[src/rtl/note_hit_scorer_if.sv]
// Bundle between the dropper array/keyboard and the scorer, plus the HUD-facing results.
interface note_hit_scorer_if #(
    parameter int NUM_NOTES = 24
);
    logic [7:0]           keycode;
    logic [NUM_NOTES-1:0] score_in;
    logic [NUM_NOTES-1:0] done_in;
    logic [15:0]          total_score;
    logic [7:0]           combo;
    logic [7:0]           max_combo;
    logic [7:0]           hit_count;
    logic [7:0]           miss_count;
    logic                 hit_flash;
    logic                 result_valid;
    logic [1:0]           grade;

    modport master (
        output keycode, score_in, done_in,
        input  total_score, combo, max_combo, hit_count, miss_count,
        input  hit_flash, result_valid, grade
    );

    modport slave (
        input  keycode, score_in, done_in,
        output total_score, combo, max_combo, hit_count, miss_count,
        output hit_flash, result_valid, grade
    );
endinterface

[src/rtl/note_hit_scorer.sv]
// Per-frame hit/miss edge scoring with combo multiplier and Idle/Play/Result game flow.
module note_hit_scorer #(
    parameter int NUM_NOTES  = 24,
    parameter int HIT_POINTS = 10,
    parameter int MULT_SHIFT = 3,
    parameter int MULT_MAX   = 4
) (
    input  logic                 frame_clk,
    input  logic                 Reset,
    note_hit_scorer_if.slave     bus
);
    localparam int CW = $clog2(NUM_NOTES + 1);

    typedef enum logic [1:0] {
        S_IDLE   = 2'd0,
        S_PLAY   = 2'd1,
        S_RESULT = 2'd2
    } state_t;

    state_t               state_q;
    logic [NUM_NOTES-1:0] prev_score_q;
    logic [NUM_NOTES-1:0] prev_done_q;
    logic [15:0]          total_q;
    logic [7:0]           combo_q;
    logic [7:0]           max_combo_q;
    logic [7:0]           hit_cnt_q;
    logic [7:0]           miss_cnt_q;
    logic                 hit_flash_q;
    logic                 result_valid_q;
    logic [1:0]           grade_q;

    logic [NUM_NOTES-1:0] hit_vec_s;
    logic [NUM_NOTES-1:0] miss_vec_s;
    logic [CW-1:0]        nh_s;
    logic [CW-1:0]        nm_s;
    logic [7:0]           step_s;
    logic [2:0]           mult_s;
    logic [9:0]           pts_s;
    logic [16:0]          score_sum_s;
    logic [8:0]           hit_sum_s;
    logic [8:0]           miss_sum_s;
    logic [8:0]           combo_sum_s;
    logic [15:0]          total_d;
    logic [7:0]           hit_cnt_d;
    logic [7:0]           miss_cnt_d;
    logic [7:0]           combo_d;
    logic [7:0]           max_combo_d;
    logic [1:0]           grade_d;
    logic [10:0]          hits_ext_s;

    function automatic logic [CW-1:0] popcount(input logic [NUM_NOTES-1:0] v);
        logic [CW-1:0] c;
        c = '0;
        for (int i = 0; i < NUM_NOTES; i++) begin
            c = c + {{(CW-1){1'b0}}, v[i]};
        end
        return c;
    endfunction

    // A note that finishes in the same frame it is hit counts only as a hit.
    assign hit_vec_s   = bus.score_in & ~prev_score_q;
    assign miss_vec_s  = bus.done_in & ~prev_done_q & ~bus.score_in;
    assign nh_s        = popcount(hit_vec_s);
    assign nm_s        = popcount(miss_vec_s);
    assign step_s      = combo_q >> MULT_SHIFT;
    assign pts_s       = 10'(nh_s) * 10'(HIT_POINTS) * 10'(mult_s);
    assign score_sum_s = {1'b0, total_q} + {7'd0, pts_s};
    assign hit_sum_s   = {1'b0, hit_cnt_q} + 9'(nh_s);
    assign miss_sum_s  = {1'b0, miss_cnt_q} + 9'(nm_s);
    assign combo_sum_s = {1'b0, combo_q} + 9'(nh_s);
    assign total_d     = score_sum_s[16] ? 16'hFFFF : score_sum_s[15:0];
    assign hit_cnt_d   = hit_sum_s[8] ? 8'hFF : hit_sum_s[7:0];
    assign miss_cnt_d  = miss_sum_s[8] ? 8'hFF : miss_sum_s[7:0];
    assign hits_ext_s  = {3'b000, hit_cnt_d};

    // Multiplier from the pre-update combo, clamped at the ceiling.
    always_comb begin
        mult_s = 3'd1;
        if (step_s >= 8'(MULT_MAX - 1)) begin
            mult_s = 3'(MULT_MAX);
        end else begin
            mult_s = 3'(step_s + 8'd1);
        end
    end

    // Next combo/max combo; any miss this frame breaks the chain.
    always_comb begin
        combo_d     = combo_q;
        max_combo_d = max_combo_q;
        if (nm_s != '0) begin
            combo_d = 8'd0;
        end else if (combo_sum_s[8]) begin
            combo_d = 8'hFF;
        end else begin
            combo_d = combo_sum_s[7:0];
        end
        if (combo_d > max_combo_q) begin
            max_combo_d = combo_d;
        end else begin
            max_combo_d = max_combo_q;
        end
    end

    // Grade thresholds on the hit count as it stands after the final frame.
    always_comb begin
        grade_d = 2'd0;
        if ((hits_ext_s << 2) >= 11'(NUM_NOTES * 3)) begin
            grade_d = 2'd3;
        end else if ((hits_ext_s << 1) >= 11'(NUM_NOTES)) begin
            grade_d = 2'd2;
        end else if ((hits_ext_s << 2) >= 11'(NUM_NOTES)) begin
            grade_d = 2'd1;
        end else begin
            grade_d = 2'd0;
        end
    end

    // Game-flow FSM and all registered outputs.
    always_ff @(posedge frame_clk) begin
        if (Reset) begin
            state_q        <= S_IDLE;
            prev_score_q   <= '0;
            prev_done_q    <= '0;
            total_q        <= 16'd0;
            combo_q        <= 8'd0;
            max_combo_q    <= 8'd0;
            hit_cnt_q      <= 8'd0;
            miss_cnt_q     <= 8'd0;
            hit_flash_q    <= 1'b0;
            result_valid_q <= 1'b0;
            grade_q        <= 2'd0;
        end else begin
            // Edge history tracks in every state so a restart sees no stale edges.
            prev_score_q <= bus.score_in;
            prev_done_q  <= bus.done_in;
            hit_flash_q  <= 1'b0;
            case (state_q)
                S_IDLE: begin
                    if (bus.keycode == 8'h2C) begin
                        state_q     <= S_PLAY;
                        total_q     <= 16'd0;
                        combo_q     <= 8'd0;
                        max_combo_q <= 8'd0;
                        hit_cnt_q   <= 8'd0;
                        miss_cnt_q  <= 8'd0;
                        grade_q     <= 2'd0;
                    end
                end
                S_PLAY: begin
                    total_q     <= total_d;
                    combo_q     <= combo_d;
                    max_combo_q <= max_combo_d;
                    hit_cnt_q   <= hit_cnt_d;
                    miss_cnt_q  <= miss_cnt_d;
                    hit_flash_q <= (nh_s != '0);
                    if (&bus.done_in) begin
                        state_q        <= S_RESULT;
                        result_valid_q <= 1'b1;
                        grade_q        <= grade_d;
                    end
                end
                S_RESULT: begin
                    if (bus.keycode == 8'h01) begin
                        state_q        <= S_IDLE;
                        result_valid_q <= 1'b0;
                    end
                end
                default: begin
                    state_q        <= S_IDLE;
                    result_valid_q <= 1'b0;
                end
            endcase
        end
    end

    assign bus.total_score  = total_q;
    assign bus.combo        = combo_q;
    assign bus.max_combo    = max_combo_q;
    assign bus.hit_count    = hit_cnt_q;
    assign bus.miss_count   = miss_cnt_q;
    assign bus.hit_flash    = hit_flash_q;
    assign bus.result_valid = result_valid_q;
    assign bus.grade        = grade_q;
endmodule

[src/flat_wrapper.sv]
// flat-port wrapper written by rule: the top's interface ports become plain ports
module note_hit_scorer_flat 
#(
    parameter int NUM_NOTES  = 24,
    parameter int HIT_POINTS = 10,
    parameter int MULT_SHIFT = 3,
    parameter int MULT_MAX   = 4
)
  (frame_clk, Reset, bus_keycode, bus_score_in, bus_done_in, bus_total_score, bus_combo, bus_max_combo, bus_hit_count, bus_miss_count, bus_hit_flash, bus_result_valid, bus_grade);
  note_hit_scorer_if #(.NUM_NOTES(NUM_NOTES)) bus_i ();
  input  logic frame_clk;
  input  logic Reset;
  input wire logic [$bits(bus_i.keycode)-1:0] bus_keycode;
  input wire logic [$bits(bus_i.score_in)-1:0] bus_score_in;
  input wire logic [$bits(bus_i.done_in)-1:0] bus_done_in;
  output wire logic [$bits(bus_i.total_score)-1:0] bus_total_score;
  output wire logic [$bits(bus_i.combo)-1:0] bus_combo;
  output wire logic [$bits(bus_i.max_combo)-1:0] bus_max_combo;
  output wire logic [$bits(bus_i.hit_count)-1:0] bus_hit_count;
  output wire logic [$bits(bus_i.miss_count)-1:0] bus_miss_count;
  output wire logic [$bits(bus_i.hit_flash)-1:0] bus_hit_flash;
  output wire logic [$bits(bus_i.result_valid)-1:0] bus_result_valid;
  output wire logic [$bits(bus_i.grade)-1:0] bus_grade;
  assign bus_i.keycode = bus_keycode;
  assign bus_i.score_in = bus_score_in;
  assign bus_i.done_in = bus_done_in;
  assign bus_total_score = bus_i.total_score;
  assign bus_combo = bus_i.combo;
  assign bus_max_combo = bus_i.max_combo;
  assign bus_hit_count = bus_i.hit_count;
  assign bus_miss_count = bus_i.miss_count;
  assign bus_hit_flash = bus_i.hit_flash;
  assign bus_result_valid = bus_i.result_valid;
  assign bus_grade = bus_i.grade;
  note_hit_scorer #(.NUM_NOTES(NUM_NOTES), .HIT_POINTS(HIT_POINTS), .MULT_SHIFT(MULT_SHIFT), .MULT_MAX(MULT_MAX)) u_core (.frame_clk(frame_clk), .Reset(Reset), .bus(bus_i));
endmodule
[config.mk]
export PLATFORM = sky130hd
export DESIGN_NAME = note_hit_scorer_flat
export DESIGN_NICKNAME = d
export VERILOG_FILES = /design/src/rtl/note_hit_scorer_if.sv /design/src/rtl/note_hit_scorer.sv /design/src/flat_wrapper.sv
export SDC_FILE = /design/constraint.sdc
export NUM_CORES = 1
export LEC_CHECK = 0
export ABC_AREA = 1
export CAP_MARGIN = 10
export CORE_MARGIN = 1
export CORE_UTILIZATION = 48
export CTS_CLUSTER_SIZE = 30
export DETAILED_ROUTE_END_ITERATION = 7
export PLACE_DENSITY = 0.78
export REMOVE_ABC_BUFFERS = 1
export SYNTH_ARGS = -nofsm -noshare
export SYNTH_HDL_FRONTEND = slang
export SYNTH_SLANG_ARGS = --single-unit
[constraint.sdc]
create_clock -name frame_clk -period 11 [get_ports frame_clk]
set_input_delay 2.2 -clock frame_clk [delete_from_list [all_inputs] [get_ports frame_clk]]
set_output_delay 2.2 -clock frame_clk [all_outputs]
set_load 0.01 [all_outputs]
==> run summary, run 1 <==
Relative slew slack - 0.459
Psw - 1.67 mW
Worst slew pin tran - 810 ps
Max IR drop VDD - 0.286 mV
I/O pin total - 110
Tot Pwr - 3.30 mW
Syn Std Cell Area - 7300 um^2
Pint - 1.63 mW
R2R Path Start - u_core.prev_score_q[1]
Hold WS - 482 ps
Die height - 125 um
GRT overflow - 0
Clock share of power - 0.101
Post-synthesis xor/xnor area fraction - 0.0255
Hold depth - 2
Final WL - 17.3 mm
Nets - 1258
Final HPWL DP - 13.6 mm
Yosys reg bits - 102
F_max - 95.2 MHz
Mux cell area share after synthesis - 0
Distinct cells, synth - 51
DRC - 7
Drt pass-1 iters - 8
Antenna cell count - 0
Async set-or-reset flop fraction in the synthesized netlist - 0
Max Cap Viol - 0
Post-Synth Simple-Gate Area - 0.271
Routed Antenna Nets - 0
Final Hold Viols - 0
Syn_area_per_cell - 7.44 um^2
Status - finished, violations left
Die area - 15700 um^2
CP max FO - 4
CTS max path bufs - 2
Crit Path Class - in -> reg
PD cells - 364 nW/um^2
Main combinational cell family by area after synthesis - simple AND/OR/NAND/NOR gates
Compound-Gate Fraction of Synth Area - 0.0927
Min-Delay Endpoint - u_core.bus.total_score[5]
Port Buf Inserts - 109
Flop pwr share - 0.116
Layout area overhead - 23.9%
Num rows - 44
Cells after synthesis - 981
Antenna violations before repair - 0
Initial DRC Count - 359
Post-layout min period - 10510 ps
Worst Hold Launch - u_core.bus.total_score[5]
Failing checks - design-rule violations
Vias - 6505
Finish-stage setup viols - 0
Endpoint type of the worst setup path - register
Max incr delay on CP - 590 ps
Sw Share - 0.506
Clk slew on worst S/H paths - 70 ps
Commonest register cell after synthesis - dfxtp_1
CP max-delay cell - fa_2
H-tree Lvls - 3
Die width - 125 um
CTS tree - yes
Critical Path Start Type - input pin
DR vias/cell - 5.06
Gate power share - 0.782
Worst Path Required - 11230 ps
Layout cells sized above 1 - 0.0908
Reg2reg setup slack - 2550 ps
Pin count of the biggest net entering global routing - 68
Clock sink count - 102
First-pass GRT wire length - 29.5 mm
R2R depth - 37
Top cell by count, worst path - inv_1
Post-synth EDFFs - 0
R2R Path End - u_core.bus.total_score[15]
Initial Util - 0.497
Core region area - 14700 um^2
HP Class - reg -> reg
GR Util All Layers - 0.233
Number of global-route vias before repair - 6410
Leakage power figure - 4.49 nW
Synth Area in Adders - 0.226
Critical path's top delay family - adder cells
Routability cong. - 0.904
Final Max Tran Viols - 0
Routed len/inst - 13.5 um
Ys Warns - 0
CTS buffer count - 9
CTS Root Cell - clkbuf_16
Worst skew pair latency - 360 ps
Sequential area share after synthesis - 0.280
Layout Skew - 9.25 ps
Critical path buffers and inverters - 9
Arrival time worst endpoint - 10740 ps
Final Cycle Share - 0.955
==> registers in the layout, indices dropped and copies added, names as in the netlist <==
signal and cells:
u_core.bus.combo 8, u_core.bus.total_score 16, u_core.bus.hit_flash 1, u_core.bus.result_valid 1
u_core.bus.grade 2, u_core.prev_done_q 24, u_core.bus.hit_count 8, u_core.bus.miss_count 8
u_core.bus.max_combo 8, u_core.state_q 2, u_core.prev_score_q 24
==> tightest hold or removal path, stage by stage, from the launching register on <==
cell and delay [ps]:
dfxtp_1 330, nand2_1 60, o21ai_1 50
==> metal layers <==
| layer | track usage | share of wire | routed length, um | up-vias |
|---|---|---|---|---|
| li1 | - | - | - | 3316 |
| met1 | 0.280 | 0.43 | 7480 | 3001 |
| met2 | 0.415 | 0.50 | 8580 | 167 |
| met3 | 0.0603 | 0.057 | 986 | 21 |
| met4 | 0.0552 | 0.015 | 265 | 0 |
| met5 | 0 | 0 | 0 | - |
==> area by class of cell <==
class	instances	area [um^2]
fill	1264	5650
multi-input combinational	676	4580
sequential	102	2040
timing repair buffer	121	1190
inverter	186	698
tap	184	230
clock buffer	10	229
clock inverter	6	77.6
==> layout by cell type, fill, tap and decap left out, types with 5 or more instances in the layout <==
cell type,count
nand3_1,57
clkbuf_16,9
a21oi_1,43
nand2_2,8
nor2_1,109
inv_1,175
buf_4,11
nand4_1,14
dfxtp_1,102
nor3_1,13
xor2_1,10
clkdlybuf4s50_1,108
inv_2,11
or2_2,17
o21ai_0,36
xnor2_1,5
o21ai_1,7
nand2_1,192
fa_1,44
ha_1,55
==> per-stage QoR <==
step / cells / area [um^2] / setup WS, ps / utilization / TNS (ps)
detailed placement: 1269 / 8650 / -255 / 0.588 / -1690
global route: 1285 / 9050 / -18.5 / 0.615 / -18.5
global placement: 1269 / 8650 / -6.70 / 0.588 / -6.70
CTS: 1285 / 8950 / 95.1 / 0.609 / 0
floorplan: 964 / 7230 / 548 / - / 0
finish: 1285 / 9050 / 494 / 0.615 / 0
==> power by group through the flow <==
stage,clock (mW),combinational (mW),sequential [mW]
after floorplan,0,1.89,0.391
after detailed placement,0,2.44,0.391
after global routing,0.356,2.96,0.384
final,0.334,2.58,0.383
after CTS,0.340,2.46,0.383
after global placement,0,2.37,0.391
==> synthesized netlist by cell type, types with 2 or more instances <==
cell | number | area, um^2
nand2_1 | 194 | 728
inv_1 | 175 | 657
nor2_1 | 110 | 413
dfxtp_1 | 102 | 2040
ha_1 | 58 | 726
nand3_1 | 58 | 290
fa_1 | 46 | 921
a21oi_1 | 45 | 225
o21ai_0 | 38 | 190
or2_2 | 17 | 106
nand4_1 | 14 | 87.6
clkbuf_1 | 13 | 48.8
nor3_1 | 13 | 65.1
inv_2 | 11 | 41.3
xor2_1 | 10 | 87.6
nand2_2 | 6 | 37.5
o21ai_1 | 5 | 25.0
xnor2_1 | 5 | 43.8
a21o_1 | 4 | 30.0
nand2_4 | 4 | 45.0
nor4_1 | 4 | 25.0
o31ai_1 | 4 | 30.0
a31oi_1 | 3 | 18.8
nand3_2 | 3 | 30.0
nor2_2 | 3 | 18.8
o211ai_1 | 3 | 22.5
o21ai_2 | 3 | 26.3
a21oi_2 | 2 | 17.5
a22o_1 | 2 | 17.5
buf_2 | 2 | 10.0
nor3b_1 | 2 | 15.0
o21bai_1 | 2 | 15.0
xor2_2 | 2 | 32.5
==> cell families after synthesis <==
group | count (synthesis)
and+or+nand+nor | 437
buffers and inverters | 203
AOI/OAI and AO/OA | 117
adders and majority gates | 104
DFF | 102
xor gates and xnor gates | 18
==> worst max-delay path by stage <==
stage                     slack (ps)  cells past startpoint            start                         end
after detailed placement        -260                     39  bus_score_in[0]  u_core.bus.total_score[15]
final                            490                     39  bus_score_in[0]  u_core.bus.total_score[15]
after floorplan                  550                     38  bus_score_in[0]  u_core.bus.total_score[15]
after global routing             -20                     41  bus_score_in[0]  u_core.bus.total_score[15]
after global placement            -7                     39  bus_score_in[0]  u_core.bus.total_score[15]
after CTS                        100                     39  bus_score_in[0]  u_core.bus.total_score[15]
==> timing repair <==
item,CTS,global route
endpoints found under the setup margin,0,16
hold buffers,0,0
setup buffers,0,0
resized for setup,0,18
endpoints found under the hold margin,0,0
Note: power is estimated with default switching activity, not from simulation.
==> run 2: changes to the inputs <==
- ABC_AREA: 1 -> unset
- CORE_ASPECT_RATIO: unset -> 0.8
- PLACE_DENSITY: 0.78 -> 0.79
==> run summary, run 2 <==
Initial Util - 0.501 (was 0.497)
Initial DRC Count - 298 (was 359)
Antenna cell count - 0 (unchanged)
Cells after synthesis - 754 (was 981)
Synth Area in Adders - 0.243 (was 0.226)
Endpoint type of the worst setup path - register (unchanged)
Most frequent cell after synthesis - dfxtp_1 (was nand2_1)
Yosys reg bits - 102 (unchanged)
Worst Path Required - 11220 ps (was 11230 ps)
Port Buf Inserts - 109 (unchanged)
Final WL - 16.0 mm (was 17.3 mm)
F_max - 94.3 MHz (was 95.2 MHz)
Async set-or-reset flop fraction in the synthesized netlist - 0 (unchanged)
Post-Synth Simple-Gate Area - 0.207 (was 0.271)
Post-place setup slack - -119 ps (was -255 ps)
Placed inst area - 8270 um^2 (was 8650 um^2)
Clk slew on worst S/H paths - 70 ps (about the same)
Top cell by count, worst path - fa_1 (was inv_1)
Final WS setup - 393 ps (was 494 ps)
CTS max path bufs - 2 (unchanged)
Routability cong. - 0.911 (was 0.904)
Final non-filler cell total - 1057 (was 1285)
DRC - 0 (was 7)
Arrival time worst endpoint - 10830 ps (was 10740 ps)
Post-layout min period - 10610 ps (was 10510 ps)
Layout cells sized above 1 - 0.0707 (was 0.0908)
Commonest cells after routing, fill and taps aside - clkdlybuf4s50_1, dfxtp_1, inv_1, nand2_1, nor2b_1 (was nand2_1, inv_1, nor2_1, clkdlybuf4s50_1, dfxtp_1)
GR Util All Layers - 0.220 (was 0.233)
Sequential area share after synthesis - 0.296 (was 0.280)
Final Cycle Share - 0.964 (was 0.955)
CTS buffer count - 9 (unchanged)
DR vias/cell - 5.39 (was 5.06)
Fin area - 8680 um^2 (was 9050 um^2)
HP Class - reg -> reg (unchanged)
Ys Warns - 0 (unchanged)
Core region area - 13800 um^2 (was 14700 um^2)
Relative slew slack - 0.477 (was 0.459)
Mux cell area share after synthesis - 0.00471 (was 0)
Critical Path Start Type - input pin (unchanged)
Number of global-route vias before repair - 5281 (was 6410)
Antenna violations before repair - 1 (was 0)
Max Cap Viol - 0 (unchanged)
Main combinational cell family by area after synthesis - adder cells (was simple AND/OR/NAND/NOR gates)
Vias - 5698 (was 6505)
CTS tree - yes (unchanged)
Syn Std Cell Area - 6910 um^2 (was 7300 um^2)
Hold Buf Count CTS - 0 (unchanged)
Die width - 136 um (was 125 um)
I/O pin total - 110 (unchanged)
Cell count after placement - 1039 (was 1269)
Max incr delay on CP - 600 ps (was 590 ps)
Routed Antenna Nets - 0 (unchanged)
Most common cell after layout, fill and taps aside - clkdlybuf4s50_1 (was nand2_1)
Commonest cells in the netlist - dfxtp_1, inv_1, nand2_1, nor2b_1, ha_1 (was nand2_1, inv_1, nor2_1, dfxtp_1)
Clock sink count - 102 (unchanged)
Post-synthesis xor/xnor area fraction - 0.0389 (was 0.0255)
Post-synth EDFFs - 0 (unchanged)
Die area - 14900 um^2 (was 15700 um^2)
Worst slew pin tran - 782 ps (was 810 ps)
CP max-delay cell - fa_1 (was fa_2)
H-tree Lvls - 3 (unchanged)
Area leader, netlist - dfxtp_1 (unchanged)
GRT overflow - 0 (unchanged)
Top cell type's share of synthesized area - 0.296 (was 0.280)
Layout area overhead - 25.7% (was 23.9%)
Final HPWL DP - 12.3 mm (was 13.6 mm)
CP max FO - 6 (was 4)
CTS Root Cell - clkbuf_16 (unchanged)
Num rows - 38 (was 44)
Compound-Gate Fraction of Synth Area - 0.159 (was 0.0927)
Crit Path Class - in -> reg (unchanged)
Layout Skew - 11.6 ps (was 9.25 ps)
Commonest register cell after synthesis - dfxtp_1 (unchanged)
Status - completed (was finished, violations left)
Hold WS - 464 ps (was 482 ps)
First-pass GRT wire length - 25.5 mm (was 29.5 mm)
Routed len/inst - 15.1 um (was 13.5 um)
Final Max Tran Viols - 0 (unchanged)
Drt pass-1 iters - 4 (was 8)
Top cells by area, synth - dfxtp_1, fa_1, ha_1 (was dfxtp_1, fa_1, nand2_1)
Syn_area_per_cell - 9.16 um^2 (was 7.44 um^2)
Pin count of the biggest net entering global routing - 59 (was 68)
Die height - 109 um (was 125 um)
Distinct cells, synth - 71 (was 51)
Final Hold Viols - 0 (unchanged)
Finish-stage setup viols - 0 (unchanged)
Worst skew pair latency - 350 ps (was 360 ps)
Nets - 1034 (was 1258)
run 2: cells by family after synthesis:
group           Yosys count
simple gates            269
compound gates          152
fa+ha+maj               107
flops                   102
buf+inv                  94
xor+xnor                 27
mux                       3
run 2: per-layer routing:
layer	vias to the layer above	wire [um]	track usage
met2	158	7060	0.334
met5	-	0	0
met1	2699	7860	0.323
met4	0	244	0.0627
met3	22	793	0.0350
li1	2819	-	-
run 2: cell type report:
type	count	area [um^2]
Tap cell	180	225
Clock buffer	10	239
Fill cell	1149	5100
Clock inverter	6	115
Timing Repair Buffer	126	1210
Sequential cell	102	2040
Multi-Input combinational cell	558	4570
Inverter	75	284
run 2: critical path: cells and delay by family:
kind                     cells  cell delay [ps]
buffers and inverters        8             1050
adder cells (fa/ha/maj)     13             5520
XOR/XNOR                     2              400
AO/OA/AOI/OAI                6             1220
AND/OR/NAND/NOR              4              420
run 2: what timing repair did:
action                     CTS  global route
gates resized for setup      0            10
setup buffers                0             2
setup endpoints to repair    0            16
run 2: through the flow:
step,util,TNS (ps)
2_1_floorplan,-,0
3_3_place_gp,0.599,0
3_5_place_dp,0.599,-1030
4_1_cts,0.625,0
5_1_grt,0.630,-95.9
6_report,0.630,0
run 2: final timing paths:
kind	start	endpoint	slack [ps]	depth (start not counted)
max	bus_score_in[1]	u_core.bus.total_score[15]	390	33
min reg2reg	u_core.bus.miss_count[0]	u_core.bus.miss_count[0]	460	2
min	u_core.bus.miss_count[0]	u_core.bus.miss_count[0]	460	2
max reg2reg	u_core.prev_score_q[0]	u_core.bus.total_score[15]	2460	32
Power of run 2 is left out: the tool's default activity adds up to more than one toggle a clock period on the data nets, which glitch-free logic cannot reach.
==> run 3: changes to the inputs <==
- CORE_UTILIZATION: 48 -> 50
- PLACE_DENSITY: 0.79 -> 0.81
- TNS_END_PERCENT: unset -> 50
==> run summary, run 3 (synthesis results as in run 2) <==
Worst Path Required - 11250 ps (was 11220 ps)
Routed len/inst - 14.9 um (was 15.1 um)
F_max - 94.5 MHz (was 94.3 MHz)
Layout Skew - 12.7 ps (was 11.6 ps)
Final WL - 15.7 mm (was 16.0 mm)
Top cell by count, worst path - fa_1 (unchanged)
CP max-delay cell - fa_1 (unchanged)
Clk slew on worst S/H paths - 80 ps (was 70 ps)
Final Max Tran Viols - 0 (unchanged)
Vias - 5700 (was 5698)
Die width - 133 um (was 136 um)
Fill cells - 1131 (was 1149)
Final Hold Viols - 0 (unchanged)
Finish-stage setup viols - 0 (unchanged)
CP max FO - 7 (was 6)
Crit Path Class - in -> reg (unchanged)
Max incr delay on CP - 560 ps (was 600 ps)
CTS buffer count - 9 (unchanged)
Routed Antenna Nets - 0 (unchanged)
DR vias/cell - 5.41 (was 5.39)
R2R Path End - u_core.bus.total_score[10] (was u_core.bus.total_score[15])
CTS max path bufs - 2 (unchanged)
Hold Buf Count CTS - 0 (unchanged)
GRT overflow - 0 (unchanged)
Status - completed (unchanged)
DRC - 0 (unchanged)
R2R depth - 34 (was 32)
Initial DRC Count - 369 (was 298)
H-tree Lvls - 3 (unchanged)
Routability cong. - 0.878 (was 0.911)
Core region area - 13500 um^2 (was 13800 um^2)
Most common cell after layout, fill and taps aside - clkdlybuf4s50_1 (unchanged)
Reg2reg setup slack - 2500 ps (was 2460 ps)
Endpoint type of the worst setup path - register (unchanged)
Relative slew slack - 0.493 (was 0.477)
HP Class - reg -> reg (unchanged)
GR Util All Layers - 0.226 (was 0.220)
CTS Root Cell - clkbuf_16 (unchanged)
Number of global-route vias before repair - 5273 (was 5281)
I/O pin total - 110 (unchanged)
Worst skew pair latency - 360 ps (was 350 ps)
Final Cycle Share - 0.962 (was 0.964)
Nets - 1031 (was 1034)
Post-layout min period - 10590 ps (was 10610 ps)
Crit path from - bus_score_in[0] (was bus_score_in[1])
Commonest cells after routing, fill and taps aside - clkdlybuf4s50_1, dfxtp_1, inv_1, nand2_1, nor2b_1 (unchanged)
Setup TNS - 0 ps (unchanged)
Die area - 14300 um^2 (was 14900 um^2)
First-pass GRT wire length - 25.5 mm (about the same)
CTS tree - yes (unchanged)
Port Buf Inserts - 109 (unchanged)
Clock sink count - 102 (unchanged)
Antenna violations before repair - 0 (was 1)
R2R Path Start - u_core.prev_score_q[1] (was u_core.prev_score_q[0])
Critical path destination - u_core.bus.total_score[10] (was u_core.bus.total_score[15])
Die height - 107 um (was 109 um)
Worst slew pin tran - 754 ps (was 782 ps)
Num rows - 38 (unchanged)
Initial Util - 0.512 (was 0.501)
Arrival time worst endpoint - 10830 ps (about the same)
Final HPWL DP - 12.1 mm (was 12.3 mm)
Drt pass-1 iters - 5 (was 4)
Max Cap Viol - 0 (unchanged)
Antenna cell count - 0 (unchanged)
Layout area overhead - 24.5% (was 25.7%)
Critical Path Start Type - input pin (unchanged)
Pin count of the biggest net entering global routing - 59 (unchanged)
Layout cells sized above 1 - 0.0664 (was 0.0707)
-- run 3: critical path, delay by kind of cell --
family	cells	cell delay [ps]
and+or+nand+nor	5	480
AOI/OAI and AO/OA	6	1000
adders and majority gates	14	5580
xor gates and xnor gates	2	520
buffers and inverters	8	1040
-- run 3: how the worst min path moves through the flow --
stage                              from                       end  slack (ps)  cells past startpoint
2_1_floorplan   u_core.bus.hit_count[0]   u_core.bus.hit_count[0]         480                      2
3_3_place_gp   u_core.bus.miss_count[0]  u_core.bus.miss_count[0]         450                      2
3_5_place_dp   u_core.bus.miss_count[2]  u_core.bus.miss_count[2]         450                      2
4_1_cts        u_core.bus.miss_count[2]  u_core.bus.miss_count[2]         460                      2
5_1_grt         u_core.bus.hit_count[0]   u_core.bus.hit_count[0]         480                      2
6_report       u_core.bus.miss_count[2]  u_core.bus.miss_count[2]         460                      2
-- run 3: area by class of cell --
type | instances | area [um^2] | area share
repair buffers | 123 | 1190 | 0.138
inverters | 75 | 284 | 0.0330
clock buffers | 9 | 225 | 0.0262
multi-input cells | 558 | 4560 | 0.530
well taps | 180 | 225 | 0.0262
flip-flops and latches | 102 | 2040 | 0.237
clock inverters | 7 | 73.8 | 0.00858
-- run 3: what timing repair did --
item / in CTS / in global routing
gates resized for setup: 0 / 8
setup endpoints to repair: 0 / 16
setup buffers: 0 / 2
-- run 3: per-stage QoR --
stage / setup slack, ps / hold WS (ps) / utilization / area, um^2 / std cells
floorplan: 424 / 479 / - / 6840 / 735
global route: -38.6 / 482 / 0.637 / 8600 / 1054
global placement: 42.1 / 447 / 0.611 / 8250 / 1036
finish: 413 / 462 / 0.637 / 8600 / 1054
CTS: 210 / 463 / 0.633 / 8550 / 1052
detailed placement: -131 / 452 / 0.611 / 8250 / 1036
-- run 3: layer usage --
metal | global-route usage | share of wire | vias to the layer above | wire length (um)
li1 | - | - | 2814 | -
met1 | 0.315 | 0.49 | 2731 | 7660
met2 | 0.354 | 0.45 | 134 | 7150
met3 | 0.0444 | 0.045 | 21 | 702
met4 | 0.0674 | 0.013 | 0 | 209
met5 | 0 | 0 | - | 0
Power of run 3 is left out for the same reason.
